$ cat src/rtl/mul_shift_add_if.sv
//------------------------------------------------------------------------------
// Module  : mul_shift_add_if
// Brief   : Operand/result bundle for the 32x16 shift-add multiply-accumulate.
// Rev     : 1.0  initial release
//------------------------------------------------------------------------------
`default_nettype none

interface mul_shift_add_if;
    logic [31:0] q;
    logic [15:0] b;
    logic [15:0] r;
    logic        start;
    logic [47:0] p;
    logic        ovf;
    logic        busy;
    logic        ready;
    logic [3:0]  count;

    modport master (
        output q, b, r, start,
        input  p, ovf, busy, ready, count
    );

    modport slave (
        input  q, b, r, start,
        output p, ovf, busy, ready, count
    );
endinterface

`default_nettype wire

$ cat src/rtl/mul_shift_add.sv
//------------------------------------------------------------------------------
// Module  : mul_shift_add
// Brief   : Sequential p = q*b + r, one multiplier bit per cycle, 16 cycles.
// Rev     : 1.0  initial release
//------------------------------------------------------------------------------
`default_nettype none

module mul_shift_add (
    input  wire            clk,
    input  wire            clr,
    mul_shift_add_if.slave bus
);

    localparam logic [3:0] C_LAST_ITER = 4'd15;

    logic [47:0] acc_q,    acc_d;
    logic [47:0] mcand_q,  mcand_d;
    logic [15:0] mplier_q, mplier_d;
    logic [3:0]  count_q,  count_d;
    logic        busy_q,   busy_d;
    logic        ready_q,  ready_d;

    always_comb begin
        acc_d    = acc_q;
        mcand_d  = mcand_q;
        mplier_d = mplier_q;
        count_d  = count_q;
        busy_d   = busy_q;
        ready_d  = ready_q;

        // A new start always wins, even over an operation in flight.
        if (bus.start) begin
            acc_d    = {32'b0, bus.r};
            mcand_d  = {16'b0, bus.q};
            mplier_d = bus.b;
            count_d  = 4'd0;
            busy_d   = 1'b1;
            ready_d  = 1'b0;
        end else if (busy_q) begin
            if (mplier_q[0]) begin
                acc_d = acc_q + mcand_q;
            end
            mcand_d  = {mcand_q[46:0], 1'b0};
            mplier_d = {1'b0, mplier_q[15:1]};
            count_d  = count_q + 4'd1;
            if (count_q == C_LAST_ITER) begin
                busy_d  = 1'b0;
                ready_d = 1'b1;
            end
        end
    end

    always_ff @(posedge clk or posedge clr) begin
        if (clr) begin
            acc_q    <= '0;
            mcand_q  <= '0;
            mplier_q <= '0;
            count_q  <= '0;
            busy_q   <= 1'b0;
            ready_q  <= 1'b0;
        end else begin
            acc_q    <= acc_d;
            mcand_q  <= mcand_d;
            mplier_q <= mplier_d;
            count_q  <= count_d;
            busy_q   <= busy_d;
            ready_q  <= ready_d;
        end
    end

    assign bus.p     = acc_q;
    assign bus.ovf   = |acc_q[47:32];
    assign bus.busy  = busy_q;
    assign bus.ready = ready_q;
    assign bus.count = count_q;

endmodule

`default_nettype wire

$ cat src/flat_wrapper.sv
// flat-port wrapper written by rule: the top's interface ports become plain ports
module mul_shift_add_flat 
  (clk, clr, bus_q, bus_b, bus_r, bus_start, bus_p, bus_ovf, bus_busy, bus_ready, bus_count);
  mul_shift_add_if bus_i ();
  input  wire clk;
  input  wire clr;
  input wire logic [$bits(bus_i.q)-1:0] bus_q;
  input wire logic [$bits(bus_i.b)-1:0] bus_b;
  input wire logic [$bits(bus_i.r)-1:0] bus_r;
  input wire logic [$bits(bus_i.start)-1:0] bus_start;
  output wire logic [$bits(bus_i.p)-1:0] bus_p;
  output wire logic [$bits(bus_i.ovf)-1:0] bus_ovf;
  output wire logic [$bits(bus_i.busy)-1:0] bus_busy;
  output wire logic [$bits(bus_i.ready)-1:0] bus_ready;
  output wire logic [$bits(bus_i.count)-1:0] bus_count;
  assign bus_i.q = bus_q;
  assign bus_i.b = bus_b;
  assign bus_i.r = bus_r;
  assign bus_i.start = bus_start;
  assign bus_p = bus_i.p;
  assign bus_ovf = bus_i.ovf;
  assign bus_busy = bus_i.busy;
  assign bus_ready = bus_i.ready;
  assign bus_count = bus_i.count;
  mul_shift_add u_core (.clk(clk), .clr(clr), .bus(bus_i));
endmodule
$ cat config.mk
export PLATFORM = sky130hd
export DESIGN_NAME = mul_shift_add_flat
export DESIGN_NICKNAME = d
export VERILOG_FILES = /design/src/rtl/mul_shift_add_if.sv /design/src/rtl/mul_shift_add.sv /design/src/flat_wrapper.sv
export SDC_FILE = /design/constraint.sdc
export NUM_CORES = 1
export LEC_CHECK = 0
export BUFFER_PORTS_ARGS = -buffer_cell sky130_fd_sc_hd__buf_2
export CAP_MARGIN = 15
export CORE_MARGIN = 5
export CORE_UTILIZATION = 40
export CTS_BUF_LIST = sky130_fd_sc_hd__clkbuf_4
export CTS_CLUSTER_SIZE = 30
export DETAILED_ROUTE_END_ITERATION = 10
export PLACE_DENSITY = 0.65
export REMOVE_ABC_BUFFERS = 1
export SLEW_MARGIN = 15
export SYNTH_ARGS = -nofsm -noshare
export SYNTH_HDL_FRONTEND = slang
export SYNTH_SLANG_ARGS = --single-unit
$ cat constraint.sdc
create_clock -name clk -period 4.45 [get_ports clk]
set_clock_uncertainty 0.1 [all_clocks]
set_input_delay 0.2225 -clock clk [delete_from_list [all_inputs] [get_ports clk]]
set_output_delay 0.2225 -clock clk [all_outputs]
set_load 0.05 [all_outputs]
Word-level counts from Yosys, hierarchy flattened
Index checks and enable logic that the tools add are counted.
Widths: inputs -> output; s select.
{ "totals": {"regBits": 118, "in_bits": 67, "wordCells": 30} }
{ "op_classes": {"add_sub_neg": 2, "eq_ne": 1, "muxes": 15, "n_reduce_logical": 6} }
{ "ops": {"columns": ["operator", "count"], "rows": [
  ["$mux 48", 5],
  ["$add 48x48->48", 1],
  ["$mux 16", 2],
  ["$reduce_or 16->1", 1],
  ["$mux 4", 2],
  ["$mux 1", 6],
  ["$reduce_bool 2->1", 3],
  ["$add 4x1->4 const B", 1],
  ["$eq 4x4->1 const B", 1],
  ["$reduce_and 2->1", 2]
]} }

Depth between registers and ports, before layout
Gate-level depths: netlist of the first run.
{ "depth": {"ltp_word": 4, "mapped_depth": 13} }

Least setup slack after synthesis of the first run
No wires, ideal clock.
{ "synth_path": {"path_kind": "register to register", "start": "register u_core.acc_q[0] (netlist: u_core.bus.p[0])", "end": "register u_core.acc_q[46] (netlist: u_core.bus.p[46])", "setup_ps": 128, "arrival_ps": 2955, "path_slack_ps": 1267, "stages_incl_launch_ff": 14, "path_buffers": 0, "synth_period_minus_slack_ps": 3183, "cell_sequence": "dfrtp_1 > ha_1 > inv_1 > fa_1 > nor2b_1 > o2111ai_1 > a21oi_1 > o21ai_1 > a2111oi_1 > or3_1 > a311oi_1 > o21ai_1 > xnor2_1 > o21ai_0"} }
{ "synth_via": {"elab_chain_len": 4} }
{ "synth_lines": {"columns": ["element", "line", "source"], "rows": [
  ["start: declaration", "mul_shift_add.sv:16", "logic [47:0] acc_q, acc_d;"],
  ["start signal: assignment", "mul_shift_add.sv:55", "acc_q <= '0;"],
  ["start signal: assignment", "mul_shift_add.sv:62", "acc_q <= acc_d;"],
  ["$add 48x48->48", "mul_shift_add.sv:41", "acc_d = acc_q + mcand_q;"],
  ["$mux 48", "mul_shift_add.sv:40", "if (mplier_q[0]) begin"],
  ["$mux 48", "mul_shift_add.sv:39", "end else if (busy_q) begin"],
  ["$mux 48", "mul_shift_add.sv:32", "if (bus.start) begin"]
]} }
No other way between the ends. The select of a mux whose other input is x is not followed.
A chain may end at the register's enable or synchronous reset.

Worst setup path in the final report of the first run
Ends and elaborated chain as after synthesis.

==> flow_metrics.tcl, run 1 <==
set metrics [dict create \
    hp-class "in -> reg" \
    path_clk_slew_ns 0.13 \
    cts_tree "done" \
    die-height_um 149.3 \
    cp_common_cell "o21ai_1" \
    totalWireLength_mm 20.90 \
    ctsRootBufferMaster "clkbuf_4" \
    avgRoutedWirePerCell_um 15.63 \
    ys_warn_count 0 \
    ys_ff_latch 118 \
    maxSlewHeadroom 0.3886 \
    synth_top_area_frac 0.3806 \
    antenna_cells 0 \
    dp.cells 1240 \
    placed_area_sq_um 8568 \
    first_global_vias 6966 \
    fin_nets 1175 \
    crit_fanout 3 \
    layout.cells.non_filler 1337 \
    postCtsSetupBuffers 0 \
    rsz0062_at_grt "no" \
    ir_worst_vdd_mv 0.2026 \
    clock_sinks 118 \
    clkLatencyLatePin_ns 0.57 \
    initial_utilization 0.4026 \
    p_sw_frac 0.4060 \
    vias 7090 \
    setup.worst_path.end_class "flip-flop" \
    ios 122 \
    gp_routability_congestion 0.8871 \
    cp_slowest_stage_delay_ns 0.60 \
    antenna_found_initial 0 \
    final_hold_viol_count 0 \
    power.internal_mw 1.852 \
    finalSetupViolations 0 \
    final_common_cell "nand2_1" \
    dr.pass1.iters 4 \
    post-route-period-util 0.7686 \
    drv_cap 0 \
    async_flop_share 1.000 \
    cp-start-kind "flip-flop" \
    cellLeakagePower_nw 4.918 \
    fmax_ghz 0.2924 \
    port_buffers 121 \
    drtAntennaViolNets 0 \
    die_w_um 149.3 \
    status "complete, no violations" \
    layout-drive-gt1-share 0.1670 \
    critical_path_class "reg -> reg" \
    cp_cell_sequence "ha_1 > inv_1 > fa_1 > nor2b_1 > o2111ai_1 > a21oi_1 > o21ai_1 > a2111oi_1 > or3_1 > a311oi_1 > o21ai_1 > xnor2_1 > o21ai_0" \
    postSynthCellCount 898 \
    grt_max_degree 110 \
    fp.coreArea_sq_um 19270 \
    seqPwrFrac 0.399 \
    ctsHtreeMaxLevel 4 \
    grt_overflow_total 0 \
    grt_pass1_wl_mm 34.60 \
    drc 0 \
    min_period_ns 3.420 \
    grtUsageTotal 0.1906 \
    drt_iter0_markers 436 \
    yosysSeqAreaShare 0.3806 \
    vias_per_cell 5.303 \
    hold_buffers 65 \
    ys.flop_type "dfrtp_1" \
    cts_resized 0 \
    synth_edf_count 0 \
    clockBufferDepth 2 \
    power_density_nw_per_um2 328.7 \
    final_cell_mix "nand2_1 (139), buf_2 (120), dfrtp_1 (117)" \
    synth_top_area_cell "dfrtp_1" \
    maxSlewViolCount 0 \
    synth_area_leaders "dfrtp_1 (38%), mux2i_1 (8.3%), ha_1 (7.7%)" \
    dieArea_sq_um 22280 \
    tightest_slew_ns 0.9171 \
    p_switching_mw 1.265 \
    hpwl_mm 14.90 \
    p_clk_frac 0.242 \
    num_rows 51 \
    ys_types 58 \
    avgSynthCellArea_sq_um 8.640 \
    stdcell_area_sq_um 9484 \
    slowest_stage "a2111oi_1" \
    critPathRequiredTime_ns 4.80 \
    syn_area_sq_um 7759 \
    arrival_ns 3.77 \
    cts_buffers 17 \
    pwr-share-comb 0.359 \
    syn_to_final_growth_pct 22.24 \
]
## cells by family after synthesis
logic type | after synthesis | share of synthesized area
muxes | 68 | 0.08837
adders and majority gates | 49 | 0.07999
DFF | 118 | 0.3806
buffers and inverters | 66 | 0.03193
xor gates and xnor gates | 38 | 0.04290
and+or+nand+nor | 294 | 0.1701
AOI/OAI and AO/OA | 265 | 0.2061
## metrics by stage
stage	total power, mW	utilization	setup TNS [ns]	hold WS [ns]	setup slack [ns]
floorplan	2.046	-	-27.73	0.1856	-1.238
global placement	2.331	0.4446	0	0.1701	1.208
detailed placement	2.340	0.4446	0	0.1749	1.120
CTS	3.148	0.4921	0	0.02893	1.071
global route	3.315	0.4921	0	0.07428	0.7770
finish	3.117	0.4921	0	0.04879	1.030
## final cells by class
| cell class | instances | area [sq um] |
|---|---|---|
| clock buffers | 18 | 135.1 |
| clock inverters | 14 | 130.1 |
| fillers | 1924 | 9787 |
| inverters | 15 | 58.81 |
| multi-input cells | 714 | 4561 |
| flip-flops and latches | 118 | 2957 |
| well taps | 265 | 331.6 |
| repair buffers | 193 | 1311 |
## critical path, delay by kind of cell, from the launching register on
family          cells  cell delay, ns
compound gates      7            1.62
fa+ha+maj           2            0.55
simple gates        2            0.45
flops               1            0.40
xor+xnor            1            0.13
buf+inv             1            0.05
## synth_stat cells (2+ instances only)
cell type / n
a31oi_1: 6
a211oi_1: 7
mux2_2: 4
nor2b_1: 8
xnor2_1: 22
and3b_1: 2
xor2_1: 16
a221o_1: 4
o211ai_1: 3
a21oi_1: 85
dfrtp_1: 118
or3_1: 5
buf_1: 3
or2_2: 5
a31o_2: 2
nor4_1: 5
inv_1: 15
and3_1: 7
clkbuf_1: 48
nand4_1: 13
nand2_1: 140
nor2_1: 60
a21o_1: 28
a311oi_1: 2
nand2b_1: 5
nand3_1: 22
and2_1: 5
or4_1: 2
mux2i_1: 64
nor3_1: 9
o21ai_0: 90
o21ai_1: 9
nor3b_1: 2
o21a_1: 2
and4_1: 2
ha_1: 48
o21bai_1: 9
## metal layers
| metal | share of wire | global-route usage |
|---|---|---|
| met5 | 0 | 0 |
| met4 | 0.011 | 0.04714 |
| met3 | 0.057 | 0.04649 |
| met2 | 0.46 | 0.3107 |
| met1 | 0.47 | 0.2563 |
## path summary, 6_finish.rpt
path                                              endpoint  slack, ns  depth (start not counted)                          from
setup / recovery              u_core.bus.p[46]$_DFFE_PP0P_       1.03                         13   u_core.bus.p[0]$_DFFE_PP0P_
min in group asynchronous   u_core.mplier_q[2]$_DFFE_PP0P_       0.11                          3                           clr
max in group asynchronous     u_core.bus.p[28]$_DFFE_PP0P_       3.15                          4                           clr
setup reg to reg              u_core.bus.p[46]$_DFFE_PP0P_       1.03                         13   u_core.bus.p[0]$_DFFE_PP0P_
hold / removal             u_core.bus.count[0]$_DFFE_PP0P_       0.05                          2                     bus_start
hold reg to reg               u_core.bus.ready$_DFFE_PP0P_       0.42                          2  u_core.bus.ready$_DFFE_PP0P_
## state kept, by name, indices dropped and copies added, names as in the netlist
name and count:
u_core.bus.busy 1, u_core.bus.p 48, u_core.bus.count 4, u_core.bus.ready 1
u_core.mcand_q 48, u_core.mplier_q 16
## power groups by stage
stage                     Sequential, mW  Clock (mW)  Combinational (mW)
final                               1.24       0.753                1.12
after CTS                           1.24       0.780                1.12
after global placement              1.26           0                1.07
after detailed placement            1.27           0                1.07
after global routing                1.26       0.816                1.24
after floorplan                     1.43           0               0.613
Power figures use the tool's default switching activity.
==> run 2: changes to the inputs <==
Clock period 4.45 ns to 3.3 ns, I/O delays scaled along.
==> flow_metrics.tcl, run 2 (same netlist as run 1, synthesis figures left out) <==
set metrics [dict create \
    hp-class "in -> async" \
    power_mw 4.369 \
    cts_tree "done" \
    final_common_cell "nand2_1" \
    ctsRootBufferMaster "clkbuf_4" \
    clockBufferDepth 2 \
    post-route-period-util 0.9426 \
    antenna_found_initial 0 \
    drt_iter0_markers 395 \
    ir_worst_vdd_mv 0.2694 \
    power.internal_mw 2.631 \
    fmax_ghz 0.3215 \
    dieArea_sq_um 22280 \
    setup_slack_ns 0.1893 \
    dp.cells 1253 \
    antenna_cells 0 \
    gp_routability_congestion 0.8751 \
    final_hold_viol_count 0 \
    drtAntennaViolNets 0 \
    final_cell_mix "nand2_1 (138), buf_2 (120), dfrtp_1 (117)" \
    grtUsageTotal 0.1965 \
    fin_util 0.5108 \
    drv_cap 0 \
    power_density_nw_per_um2 443.9 \
    slowest_stage "dfrtp_1" \
    die_w_um 149.3 \
    layout-drive-gt1-share 0.1849 \
    place_ws_ns -0.06152 \
    port_buffers 121 \
    tightest_slew_ns 0.8948 \
    initial_utilization 0.4026 \
    ios 122 \
    dr.pass1.iters 6 \
    path_clk_slew_ns 0.13 \
    vias 7218 \
    first_global_vias 7227 \
    finalSetupViolations 0 \
    cellLeakagePower_nw 5.052 \
    grt_max_degree 117 \
    maxSlewViolCount 0 \
    seqPwrFrac 0.385 \
    ctsHtreeMaxLevel 4 \
    drc 0 \
    maxSlewHeadroom 0.4034 \
    grt_pass1_wl_mm 35.85 \
    status "complete, no violations" \
    cp_cell_sequence "ha_1 > inv_1 > fa_1 > nor2b_2 > o2111ai_2 > a21oi_2 > o21ai_2 > a2111oi_4 > buf_4 > or3_4 > a311oi_4 > o21ai_1 > xnor2_1 > o21ai_0" \
    die-height_um 149.3 \
    layout.cells.non_filler 1363 \
    p_clk_frac 0.251 \
    clkLatencyLatePin_ns 0.57 \
    p_switching_mw 1.739 \
    cp-start-kind "flip-flop" \
    fin_nets 1201 \
    pwr-share-comb 0.364 \
    rsz0062_at_grt "no" \
    finalSetupTns_ns 0 \
    num_rows 51 \
    clock_sinks 118 \
    syn_to_final_growth_pct 26.87 \
    fp.coreArea_sq_um 19270 \
    arrival_ns 3.50 \
    avgRoutedWirePerCell_um 15.53 \
    critPathRequiredTime_ns 3.69 \
    p_sw_frac 0.3979 \
    crit_fanout 3 \
    critical_path_class "reg -> reg" \
    setup.worst_path.end_class "flip-flop" \
    totalWireLength_mm 21.17 \
    grt_overflow_total 0 \
    vias_per_cell 5.296 \
    cp_slowest_stage_delay_ns 0.43 \
    hpwl_mm 14.83 \
    cts_buffers 17 \
    min_period_ns 3.111 \
]
==> run 2: final cells by class <==
type                            instances  area (sq um)
Clock inverter                         14         151.4
Fill cell                            1879          9428
Tap cell                              265         331.6
Inverter                               15         58.81
Multi-Input combinational cell        714          4636
Clock buffer                           18         135.1
Timing Repair Buffer                  219          1574
Sequential cell                       118          2957
==> run 2: power by group through the flow <==
stage	Sequential (mW)	Combinational [mW]	Clock [mW]
finish	1.68	1.59	1.10
CTS	1.68	1.58	1.13
global route	1.70	1.77	1.18
detailed placement	1.71	1.49	0
global placement	1.70	1.49	0
floorplan	1.93	0.827	0
==> run 2: metrics by stage <==
stage                     area (sq um)  hold WS, ns
after CTS                         9776       0.1522
after detailed placement          8703       0.2441
after global placement            8703       0.2465
final                             9843       0.1502
after floorplan                   7567       0.1281
after global routing              9843       0.2143
==> run 2: final timing paths <==
kind / from / to / slack, ns / cells after the start
min: clr / u_core.bus.count[0]$_DFFE_PP0P_ / 0.15 / 3
min in group clk: bus_q[8] / u_core.mcand_q[8]$_DFFE_PP0P_ / 0.23 / 4
max in group asynchronous: clr / u_core.bus.p[43]$_DFFE_PP0P_ / 2.11 / 4
max: u_core.bus.p[0]$_DFFE_PP0P_ / u_core.bus.p[46]$_DFFE_PP0P_ / 0.19 / 14
max reg2reg: u_core.bus.p[0]$_DFFE_PP0P_ / u_core.bus.p[46]$_DFFE_PP0P_ / 0.19 / 14
min reg2reg: u_core.bus.ready$_DFFE_PP0P_ / u_core.bus.ready$_DFFE_PP0P_ / 0.42 / 2
==> run 2: routing by layer <==
layer,global-route usage,vias up,wire [um]
met5,0,-,0
met4,0.05400,0,290
met3,0.04831,22,1121
met2,0.3270,153,10050
met1,0.2559,3442,9705
li1,-,3601,-
==> run 2: what timing repair did <==
action                                  CTS  global route
endpoints found under the hold margin   143             0
gates cloned                              0             0
hold buffers                             77             0
endpoints found under the setup margin    4            10
setup buffers                             0             1
pin swaps                                 1             5
resized for setup                         3            11
==> run 2: critical path, delay by kind of cell, from the launching register on <==
kind	cells	cell delay, ns
DFF	1	0.43
adders and majority gates	2	0.41
and+or+nand+nor	2	0.47
AOI/OAI and AO/OA	7	1.28
buffers and inverters	2	0.22
xor gates and xnor gates	1	0.13
==> run 3: changes to the inputs <==
Settings changed: CORE_UTILIZATION 40 to 59, PLACE_DENSITY 0.65 to 0.88.
==> flow_metrics.tcl, run 3 (same netlist as run 1, synthesis figures left out) <==
set metrics [dict create \
    vias_per_cell 5.919 \
    min_period_ns 3.195 \
    drt_iter0_markers 561 \
    drtAntennaViolNets 0 \
    final_hold_viol_count 0 \
    avgRoutedWirePerCell_um 17.38 \
    clkLatencyLatePin_ns 0.56 \
    ctsRootBufferMaster "clkbuf_4" \
    layout-drive-gt1-share 0.1821 \
    first_global_vias 7434 \
    final-seq-area_sq_um 2957 \
    setup_slack_ns 0.1054 \
    hp-class "in -> async" \
    setup.worst_path.end_class "flip-flop" \
    initial_utilization 0.6074 \
    dp.cells 1161 \
    vias 7493 \
    worst_hold_slack_ns 0.1668 \
    cts_buffers 17 \
    power_density_nw_per_um2 469.2 \
    final_common_cell "nand2_1" \
    power_mw 4.544 \
    fin_nets 1197 \
    maxSlewHeadroom 0.2554 \
    antenna_found_initial 1 \
    cp-start-kind "flip-flop" \
    path_clk_slew_ns 0.11 \
    die_w_um 124.7 \
    crit-reg2reg-launch "u_core.mcand_q[11]$_DFFE_PP0P_" \
    p_clk_frac 0.274 \
    finalSetupViolations 0 \
    clockBufferDepth 2 \
    cts_tree "done" \
    rsz0062_at_grt "yes" \
    syn_to_final_growth_pct 24.82 \
    seqPwrFrac 0.371 \
    fp.coreArea_sq_um 12770 \
    grt_pass1_wl_mm 36.47 \
    dieArea_sq_um 15540 \
    multiInputGateArea_sq_um 4618 \
    grt_max_degree 77 \
    cellLeakagePower_nw 5.061 \
    arrival_ns 3.53 \
    fmax_ghz 0.3130 \
    reg2reg_to "u_core.bus.p[34]$_DFFE_PP0P_" \
    p_switching_mw 1.699 \
    drc 0 \
    port_buffers 121 \
    layout.cells.non_filler 1266 \
    maxSlewViolCount 0 \
    grtUsageTotal 0.2842 \
    tightest_slew_ns 1.117 \
    totalWireLength_mm 22.00 \
    n_fill_cell 882 \
    ir_worst_vdd_mv 0.2919 \
    hpwl_mm 14.30 \
    fin_util 0.7582 \
    ctsHtreeMaxLevel 4 \
    power.internal_mw 2.844 \
    status "complete, no violations" \
    ios 122 \
    post-route-period-util 0.9681 \
    crit_fanout 6 \
    dr.pass1.iters 5 \
    r2r_slack_ns 0.11 \
    die-height_um 124.7 \
    drv_cap 0 \
    critPathRequiredTime_ns 3.64 \
    grt_overflow_total 0 \
    num_rows 41 \
    critical_path_class "reg -> reg" \
    p_sw_frac 0.3740 \
    clock_sinks 118 \
    place_ws_ns -0.03428 \
    gp_routability_congestion 0.9321 \
    final_cell_mix "nand2_1 (139), buf_2 (120), dfrtp_1 (117)" \
    pwr-share-comb 0.355 \
    reg2regPathDepth 11 \
]
[run 3: area by class of cell]
cell class                      count  area share
Multi-Input combinational cell    714      0.4769
Inverter                           15    0.006072
Tap cell                          172     0.02222
Timing Repair Buffer              215      0.1556
Antenna cell                        1   0.0002584
Clock inverter                     12     0.01899
Clock buffer                       19     0.01473
Sequential cell                   118      0.3053
[run 3: worst max-delay path, stage by stage, from the launching register on]
cell and delay (ns):
dfrtp_1 0.44, ha_1 0.38, a21o_1 0.20, a21o_1 0.18, a21o_1 0.21, a221oi_2 0.26, nand2_1 0.18, a221oi_4 0.44
o21ai_1 0.18, a41oi_2 0.24, xor2_1 0.17, o21ai_1 0.08
[run 3: stage by stage]
step                area (sq um)  setup TNS [ns]
floorplan                   7567          -90.86
global placement            8569               0
detailed placement          8569        -0.03428
CTS                         9622               0
global route                9684        -0.02844
finish                      9684               0
[run 3: worst max-delay path by stage]
stage	start	to
after global placement	u_core.bus.p[2]$_DFFE_PP0P_	u_core.bus.p[47]$_DFFE_PP0P_
after floorplan	u_core.bus.busy$_DFF_PP0_	u_core.bus.p[47]$_DFFE_PP0P_
after global routing	u_core.mcand_q[0]$_DFFE_PP0P_	u_core.bus.p[24]$_DFFE_PP0P_
after detailed placement	u_core.bus.p[0]$_DFFE_PP0P_	u_core.bus.p[46]$_DFFE_PP0P_
after CTS	u_core.bus.p[2]$_DFFE_PP0P_	u_core.bus.p[47]$_DFFE_PP0P_
final	u_core.mcand_q[11]$_DFFE_PP0P_	u_core.bus.p[34]$_DFFE_PP0P_
[run 3: power groups by stage]
stage / Sequential, mW / Clock, mW / Combinational (mW)
6_report: 1.69 / 1.25 / 1.61
4_1_cts: 1.68 / 1.25 / 1.56
3_5_place_dp: 1.71 / 0 / 1.49
2_1_floorplan: 1.93 / 0 / 0.827
3_3_place_gp: 1.70 / 0 / 1.46
5_1_grt: 1.70 / 1.30 / 1.76
[run 3: metal layers]
metal,GRT usage,share of wire
met1,0.3483,0.41
met2,0.4825,0.50
met3,0.06346,0.061
met4,0.1206,0.032
met5,0,0
[run 3: what timing repair did]
action                                 CTS  global route
endpoints found under the hold margin  120             0
hold buffers                            72             0
gates cloned                             0             0
pin swaps                                0             2
setup endpoints to repair                1             8
setup buffers                            0             1
gates resized for setup                  1            10
